--- config.mk ---
export PLATFORM = sky130hd
export DESIGN_NAME = compressor_error_monitor_flat
export DESIGN_NICKNAME = d
export VERILOG_FILES = /design/src/rtl/compressor_error_monitor_if.sv /design/src/rtl/compressor_error_monitor.sv /design/src/flat_wrapper.sv
export SDC_FILE = /design/constraint.sdc
export NUM_CORES = 1
export LEC_CHECK = 0
export ABC_AREA = 1
export CORE_MARGIN = 5
export CORE_UTILIZATION = 25
export CTS_CLUSTER_SIZE = 40
export DETAILED_ROUTE_END_ITERATION = 8
export PLACE_DENSITY = 0.49
export RECOVER_POWER = 100
export SYNTH_ARGS = -nofsm -noshare
export SYNTH_HDL_FRONTEND = slang
export SYNTH_SLANG_ARGS = --single-unit
--- constraint.sdc ---
create_clock -name clk -period 10.8 [get_ports clk]
set_clock_uncertainty 0.2 [all_clocks]
set_input_delay 2.16 -clock clk [delete_from_list [all_inputs] [get_ports clk]]
set_output_delay 2.16 -clock clk [all_outputs]
set_load 0.01 [all_outputs]
--- src/rtl/compressor_error_monitor_if.sv ---
// Port bundle between the compressor characterisation engine (master) and the
// compressor-under-test / controlling environment (slave).
interface compressor_error_monitor_if;
  logic       start;
  logic [3:0] stim;
  logic       stim_valid;
  logic       S_in;
  logic       C_in;
  logic       busy;
  logic       done;
  logic [4:0] err_cnt;
  logic [6:0] abs_err_sum;
  logic [6:0] signed_err_sum;
  logic [2:0] max_abs_err;
  logic [3:0] first_err_vec;

  modport master (
    input  start, S_in, C_in,
    output stim, stim_valid, busy, done,
           err_cnt, abs_err_sum, signed_err_sum, max_abs_err, first_err_vec
  );

  modport slave (
    output start, S_in, C_in,
    input  stim, stim_valid, busy, done,
           err_cnt, abs_err_sum, signed_err_sum, max_abs_err, first_err_vec
  );
endinterface

--- src/rtl/compressor_error_monitor.sv ---
// Drives all 16 vectors into a 4:2 compressor, scores {C,S} against the exact
// popcount after a LAT-cycle delay and accumulates error statistics.
module compressor_error_monitor #(
  parameter int unsigned LAT = 0
) (
  input  logic                              clk,
  input  logic                              rst_n,
  compressor_error_monitor_if.master        bus
);

  // state | meaning
  // IDLE  | waiting for start; results hold
  // RUN   | issuing vectors 0..15, one per cycle
  // DRAIN | LAT cycles waiting for the last responses
  // DONE  | one-cycle done pulse, then back to IDLE
  typedef enum logic [1:0] {S_IDLE, S_RUN, S_DRAIN, S_DONE} state_t;

  localparam logic [2:0] DRAIN_LOAD = (LAT > 0) ? 3'(LAT - 1) : 3'd0;

  state_t     r_state;
  logic [3:0] r_stim;
  logic       r_stim_valid;
  logic       r_busy;
  logic       r_done;
  logic [2:0] r_drain_cnt;

  logic [4:0] r_err_cnt;
  logic [6:0] r_abs_sum;
  logic [6:0] r_sgn_sum;
  logic [2:0] r_max_abs;
  logic [3:0] r_first_vec;

  logic       w_run_start;
  logic       w_dly_valid;
  logic [3:0] w_dly_vec;
  logic [2:0] w_exact;
  logic [2:0] w_approx;
  logic signed [3:0] w_diff;
  logic [2:0] w_abs;
  logic       w_score;

  assign w_run_start = (r_state == S_IDLE) && bus.start;

  always_ff @(posedge clk) begin
    if (!rst_n) begin
      r_state      <= S_IDLE;
      r_stim       <= 4'd0;
      r_stim_valid <= 1'b0;
      r_busy       <= 1'b0;
      r_done       <= 1'b0;
      r_drain_cnt  <= 3'd0;
    end else begin
      r_done <= 1'b0;
      unique case (r_state)
        S_IDLE: begin
          if (bus.start) begin
            r_state      <= S_RUN;
            r_stim       <= 4'd0;
            r_stim_valid <= 1'b1;
            r_busy       <= 1'b1;
          end
        end
        S_RUN: begin
          // r_stim doubles as the vector index while issuing
          if (r_stim == 4'd15) begin
            r_stim       <= 4'd0;
            r_stim_valid <= 1'b0;
            if (LAT > 0) begin
              r_state     <= S_DRAIN;
              r_drain_cnt <= DRAIN_LOAD;
            end else begin
              r_state <= S_DONE;
              r_busy  <= 1'b0;
              r_done  <= 1'b1;
            end
          end else begin
            r_stim <= r_stim + 4'd1;
          end
        end
        S_DRAIN: begin
          if (r_drain_cnt == 3'd0) begin
            r_state <= S_DONE;
            r_busy  <= 1'b0;
            r_done  <= 1'b1;
          end else begin
            r_drain_cnt <= r_drain_cnt - 3'd1;
          end
        end
        S_DONE: begin
          r_state <= S_IDLE;
        end
        default: begin
          r_state <= S_IDLE;
        end
      endcase
    end
  end

  // The delay line mirrors the compressor latency so each response meets its vector
  if (LAT == 0) begin : g_no_delay
    assign w_dly_valid = r_stim_valid;
    assign w_dly_vec   = r_stim;
  end else begin : g_delay
    logic [LAT-1:0] r_vld_pipe;
    logic [3:0]     r_vec_pipe [LAT];

    always_ff @(posedge clk) begin
      if (!rst_n) begin
        r_vld_pipe <= '0;
        for (int i = 0; i < LAT; i++) begin
          r_vec_pipe[i] <= 4'd0;
        end
      end else begin
        r_vld_pipe[0] <= r_stim_valid;
        r_vec_pipe[0] <= r_stim;
        for (int i = 1; i < LAT; i++) begin
          r_vld_pipe[i] <= r_vld_pipe[i-1];
          r_vec_pipe[i] <= r_vec_pipe[i-1];
        end
      end
    end

    assign w_dly_valid = r_vld_pipe[LAT-1];
    assign w_dly_vec   = r_vec_pipe[LAT-1];
  end

  always_comb begin
    w_exact  = 3'(w_dly_vec[0]) + 3'(w_dly_vec[1]) + 3'(w_dly_vec[2]) + 3'(w_dly_vec[3]);
    w_approx = {1'b0, bus.C_in, bus.S_in};
    w_diff   = signed'({1'b0, w_approx}) - signed'({1'b0, w_exact});
    w_abs    = w_diff[3] ? 3'(-w_diff) : w_diff[2:0];
    w_score  = w_dly_valid && (w_diff != 4'sd0);
  end

  // Scoring never overlaps an accepted start: the pipeline is empty in IDLE
  always_ff @(posedge clk) begin
    if (!rst_n || w_run_start) begin
      r_err_cnt   <= 5'd0;
      r_abs_sum   <= 7'd0;
      r_sgn_sum   <= 7'd0;
      r_max_abs   <= 3'd0;
      r_first_vec <= 4'd0;
    end else if (w_score) begin
      r_err_cnt <= r_err_cnt + 5'd1;
      r_abs_sum <= r_abs_sum + {4'd0, w_abs};
      r_sgn_sum <= r_sgn_sum + {{3{w_diff[3]}}, w_diff};
      if (w_abs > r_max_abs) begin
        r_max_abs <= w_abs;
      end
      if (r_err_cnt == 5'd0) begin
        r_first_vec <= w_dly_vec;
      end
    end
  end

  assign bus.stim           = r_stim;
  assign bus.stim_valid     = r_stim_valid;
  assign bus.busy           = r_busy;
  assign bus.done           = r_done;
  assign bus.err_cnt        = r_err_cnt;
  assign bus.abs_err_sum    = r_abs_sum;
  assign bus.signed_err_sum = r_sgn_sum;
  assign bus.max_abs_err    = r_max_abs;
  assign bus.first_err_vec  = r_first_vec;

endmodule

--- src/flat_wrapper.sv ---
// flat-port wrapper written by rule: the top's interface ports become plain ports
module compressor_error_monitor_flat 
#(
  parameter int unsigned LAT = 0
)
  (clk, rst_n, bus_start, bus_S_in, bus_C_in, bus_stim, bus_stim_valid, bus_busy, bus_done, bus_err_cnt, bus_abs_err_sum, bus_signed_err_sum, bus_max_abs_err, bus_first_err_vec);
  compressor_error_monitor_if bus_i ();
  input  logic clk;
  input  logic rst_n;
  input wire logic [$bits(bus_i.start)-1:0] bus_start;
  input wire logic [$bits(bus_i.S_in)-1:0] bus_S_in;
  input wire logic [$bits(bus_i.C_in)-1:0] bus_C_in;
  output wire logic [$bits(bus_i.stim)-1:0] bus_stim;
  output wire logic [$bits(bus_i.stim_valid)-1:0] bus_stim_valid;
  output wire logic [$bits(bus_i.busy)-1:0] bus_busy;
  output wire logic [$bits(bus_i.done)-1:0] bus_done;
  output wire logic [$bits(bus_i.err_cnt)-1:0] bus_err_cnt;
  output wire logic [$bits(bus_i.abs_err_sum)-1:0] bus_abs_err_sum;
  output wire logic [$bits(bus_i.signed_err_sum)-1:0] bus_signed_err_sum;
  output wire logic [$bits(bus_i.max_abs_err)-1:0] bus_max_abs_err;
  output wire logic [$bits(bus_i.first_err_vec)-1:0] bus_first_err_vec;
  assign bus_i.start = bus_start;
  assign bus_i.S_in = bus_S_in;
  assign bus_i.C_in = bus_C_in;
  assign bus_stim = bus_i.stim;
  assign bus_stim_valid = bus_i.stim_valid;
  assign bus_busy = bus_i.busy;
  assign bus_done = bus_i.done;
  assign bus_err_cnt = bus_i.err_cnt;
  assign bus_abs_err_sum = bus_i.abs_err_sum;
  assign bus_signed_err_sum = bus_i.signed_err_sum;
  assign bus_max_abs_err = bus_i.max_abs_err;
  assign bus_first_err_vec = bus_i.first_err_vec;
  compressor_error_monitor #(.LAT(LAT)) u_core (.clk(clk), .rst_n(rst_n), .bus(bus_i));
endmodule
==> flow_summary.yaml <==
grt:
  overflow: 0
  grt_max_degree: 23
  antenna_found_initial: 0
  first_global_vias: 2137
  grt_pass1_wl_mm: 9.78
  grt_util_all_layers: 0.104
sta:
  relSlewSlack: 0.562
  worst_slack_ns: 4.95
  hold_violations: 0
  period_share: 0.542
  min_period_ns: 5.85
  finalSetupViolCount: 0
  rsz0062_at_grt: "false"
  clock.fmax_ghz: 0.171
  worst_pin_slew_ns: 0.656
  drv_slew: 0
  setup_tns_ns: 0
critical_path:
  crit_chain: "dlygate4sd3_1, inv_1, ha_1, inv_1, fa_1, inv_1, ha_1, nand3_4, nand2_1, clkinvlp_2, nand4_1, o21ai_0, a21oi_1"
  cp.arrival_ns: 5.88
  r2r_end: "u_core.bus.first_err_vec[1]$_SDFFE_PP0P_"
  crit_family: "buffers and inverters"
  end_kind: "register"
  worst-path-stages: 13
  slowest_stage: "clkinvlp_2"
  critical_path.startpoint: "bus_S_in"
  crit_path_max_fanout: 19
  critPathLaunchType: "primary input"
  crit_type: "primary input to register"
  ff2ff_path_depth: 15
  reg2reg_from: "u_core.bus.stim[0]$_SDFFE_PN0P_"
  slowest_delay_ns: 0.72
  crit_path_frequent_cell: "inv_1"
  crit_required_ns: 10.83
  rrSetupSlack_ns: 6.15
  crit_buf_inv: 5
  crit_end: "u_core.bus.first_err_vec[1]$_SDFFE_PP0P_"
drt:
  avgViaCountPerCell: 4.21
  wire_per_inst_um: 11.1
  drc: 0
  drt_iter0_markers: 34
  vias: 2055
  drtAntennaViolNets: 0
  dr.pass1.iters: 4
  drt-total-wl_mm: 5.40
floorplan:
  initial_core_util: 0.258
  die_h_um: 108
  coreArea_um2: 9240
  rows: 35
  die_area_um2: 11600
  die_w_um: 108
  ios: 38
synthesis:
  seq_area_frac_synth: 0.320
  synth_top_area_share: 0.320
  ys_warn_count: 0
  netlist_area_um2: 2380
  yosys-top-cells-area: "dfxtp_1 (32%), ha_1 (13%), inv_1 (9.9%)"
  synth_area_per_cell_um2: 7.51
  ys_ff_latch: 38
  synth_largest_area_cell: "dfxtp_1"
  syn_inst: 317
  synth_cell_types: 33
  syn_nets: 350
placement:
  dp.cells: 480
  gp_congestion: 0.787
  place_hpwl_mm: 4.24
  dpl_worst_slack_ns: 5.04
  port_buffers: 37
layout:
  area_growth_syn_to_layout_pct: 24.5
  nFillCells: 1022
  finalNetCount: 391
  drive_gt1_frac: 0.0474
  final_cells: 488
  antenna_cells: 0
power_and_ir_drop:
  intPower_mw: 0.315
  powerDensity_nw_per_um2: 165
  swShare: 0.353
  power_leakage_nw: 1.37
  switchingPower_mw: 0.172
  combPwrFrac: 0.347
  power_frac_seq: 0.351
  clkPwrFrac: 0.302
  worst_ir_drop_vdd_mv: 0.0694
cts:
  cts_made_buffers: 5
  cts_setup_buffers: 0
  clkSinkCount: 38
  post_cts_resized: 0
  clock_latency_ns: 0.29
  cts_buffer_depth: 2
  ctsHoldBuffers: 0
  cts_root_buf: "clkbuf_8"
  ctsHtreeMaxLevel: 2
  clk_pin_slew_ns: 0.08
  tritoncts: "done"
run_status:
  outcome: "finished clean"
job:
  cap_violations: 0
worst_hold_path:
  hp-class: "register to register"
==> flip-flops by register name, summed over array words and instances (netlist names) <==
| register | count |
|---|---|
| u_core.bus.first_err_vec | 4 |
| u_core.bus.done | 1 |
| u_core.bus.signed_err_sum | 7 |
| u_core.bus.abs_err_sum | 7 |
| u_core.bus.busy | 1 |
| u_core.bus.stim_valid | 1 |
| u_core.r_drain_cnt | 3 |
| u_core.bus.max_abs_err | 3 |
| u_core.bus.err_cnt | 5 |
| u_core.r_state | 2 |
| u_core.bus.stim | 4 |
==> cells by family after synthesis <==
kind of cell    synth area share
simple gates               0.229
buf+inv                    0.120
compound gates             0.150
flops                      0.320
fa+ha+maj                  0.160
xor+xnor                  0.0221
==> per-stage QoR <==
stage / hold WS [ns] / power, mW / area, µm² / utilization
after CTS: 0.256 / 0.514 / 3020 / 0.327
after global placement: 0.234 / 0.359 / 2890 / 0.312
after detailed placement: 0.240 / 0.362 / 2890 / 0.312
final: 0.245 / 0.487 / 2960 / 0.321
after floorplan: 0.222 / 0.303 / 2380 / -
after global routing: 0.280 / 0.533 / 2960 / 0.321
==> cell usage in the layout, fill, tap and decap left out, types with 2 or more instances in the layout <==
master	Yosys	final
nor2_1	29	29
nand2_1	40	41
xor2_1	6	6
a211oi_1	2	2
dfxtp_1	38	38
inv_1	63	64
fa_1	4	4
ha_1	24	24
clkbuf_8	0	5
bufinv_16	0	2
a21oi_1	31	31
nand4_1	1	2
nor3_1	2	5
nor3b_1	2	2
dlygate4sd3_1	0	36
o21ai_0	27	31
nand3_1	21	21
==> power groups by stage <==
| stage | combinational, mW | clock, mW | sequential (mW) |
|---|---|---|---|
| floorplan | 0.124 | 0 | 0.179 |
| global placement | 0.182 | 0 | 0.176 |
| detailed placement | 0.186 | 0 | 0.176 |
| CTS | 0.187 | 0.153 | 0.173 |
| global route | 0.198 | 0.161 | 0.174 |
| finish | 0.169 | 0.147 | 0.171 |
==> cell type report <==
class                           instances  area, µm²  share of cell area
Timing Repair Buffer                   38        378               0.128
Tap cell                              129        161              0.0545
Inverter                               66        249              0.0840
Multi-Input combinational cell        209       1280               0.431
Clock inverter                          3       68.8              0.0232
Sequential cell                        38        761               0.257
Clock buffer                            5       68.8              0.0232
==> worst min-delay path, cell delays in order, from the launching register on <==
cell and delay, ns:
dfxtp_1 0.31, inv_1 0.04, a21oi_1 0.05
==> Yosys cell counts <==
library cell / count
inv_1: 63
ha_1: 24
nand3_2: 1
a21oi_1: 31
nand2_1: 40
nor3b_1: 2
buf_6: 2
o211ai_2: 1
nor3_1: 2
nand3b_1: 1
nor2_2: 1
o21ai_0: 27
nand4_4: 1
a211oi_1: 2
nand2_2: 1
nand3_1: 21
nand3_4: 1
a31oi_1: 1
nand4_1: 1
o21a_1: 1
inv_2: 2
inv_6: 1
nor2_1: 29
nand2_4: 1
dfxtp_1: 38
nor4_2: 1
nor3_4: 1
o21ai_1: 5
xor2_1: 6
fa_1: 4
nor3_2: 2
nand2_8: 1
buf_2: 2
==> worst min-delay path by stage <==
stage	startpoint	endpoint	slack, ns	cells past startpoint
4_1_cts	u_core.bus.first_err_vec[1]$_SDFFE_PP0P_	u_core.bus.first_err_vec[1]$_SDFFE_PP0P_	0.26	2
3_5_place_dp	u_core.bus.first_err_vec[1]$_SDFFE_PP0P_	u_core.bus.first_err_vec[1]$_SDFFE_PP0P_	0.24	2
5_1_grt	u_core.bus.first_err_vec[3]$_SDFFE_PP0P_	u_core.bus.first_err_vec[3]$_SDFFE_PP0P_	0.28	2
2_1_floorplan	u_core.r_drain_cnt[0]$_SDFFE_PN0P_	u_core.r_drain_cnt[0]$_SDFFE_PN0P_	0.22	1
6_report	u_core.bus.first_err_vec[1]$_SDFFE_PP0P_	u_core.bus.first_err_vec[1]$_SDFFE_PP0P_	0.24	2
3_3_place_gp	u_core.bus.first_err_vec[2]$_SDFFE_PP0P_	u_core.bus.first_err_vec[2]$_SDFFE_PP0P_	0.23	2
==> metal layers <==
metal  vias to the layer above  routed length, µm  GRT usage
met5                         -                  0          0
met4                         0                 53     0.0243
met3                         6                217     0.0264
met2                        31               2390      0.174
met1                       917               2740      0.133
li1                       1101                  -          -
Power figures use the tool's default switching activity.
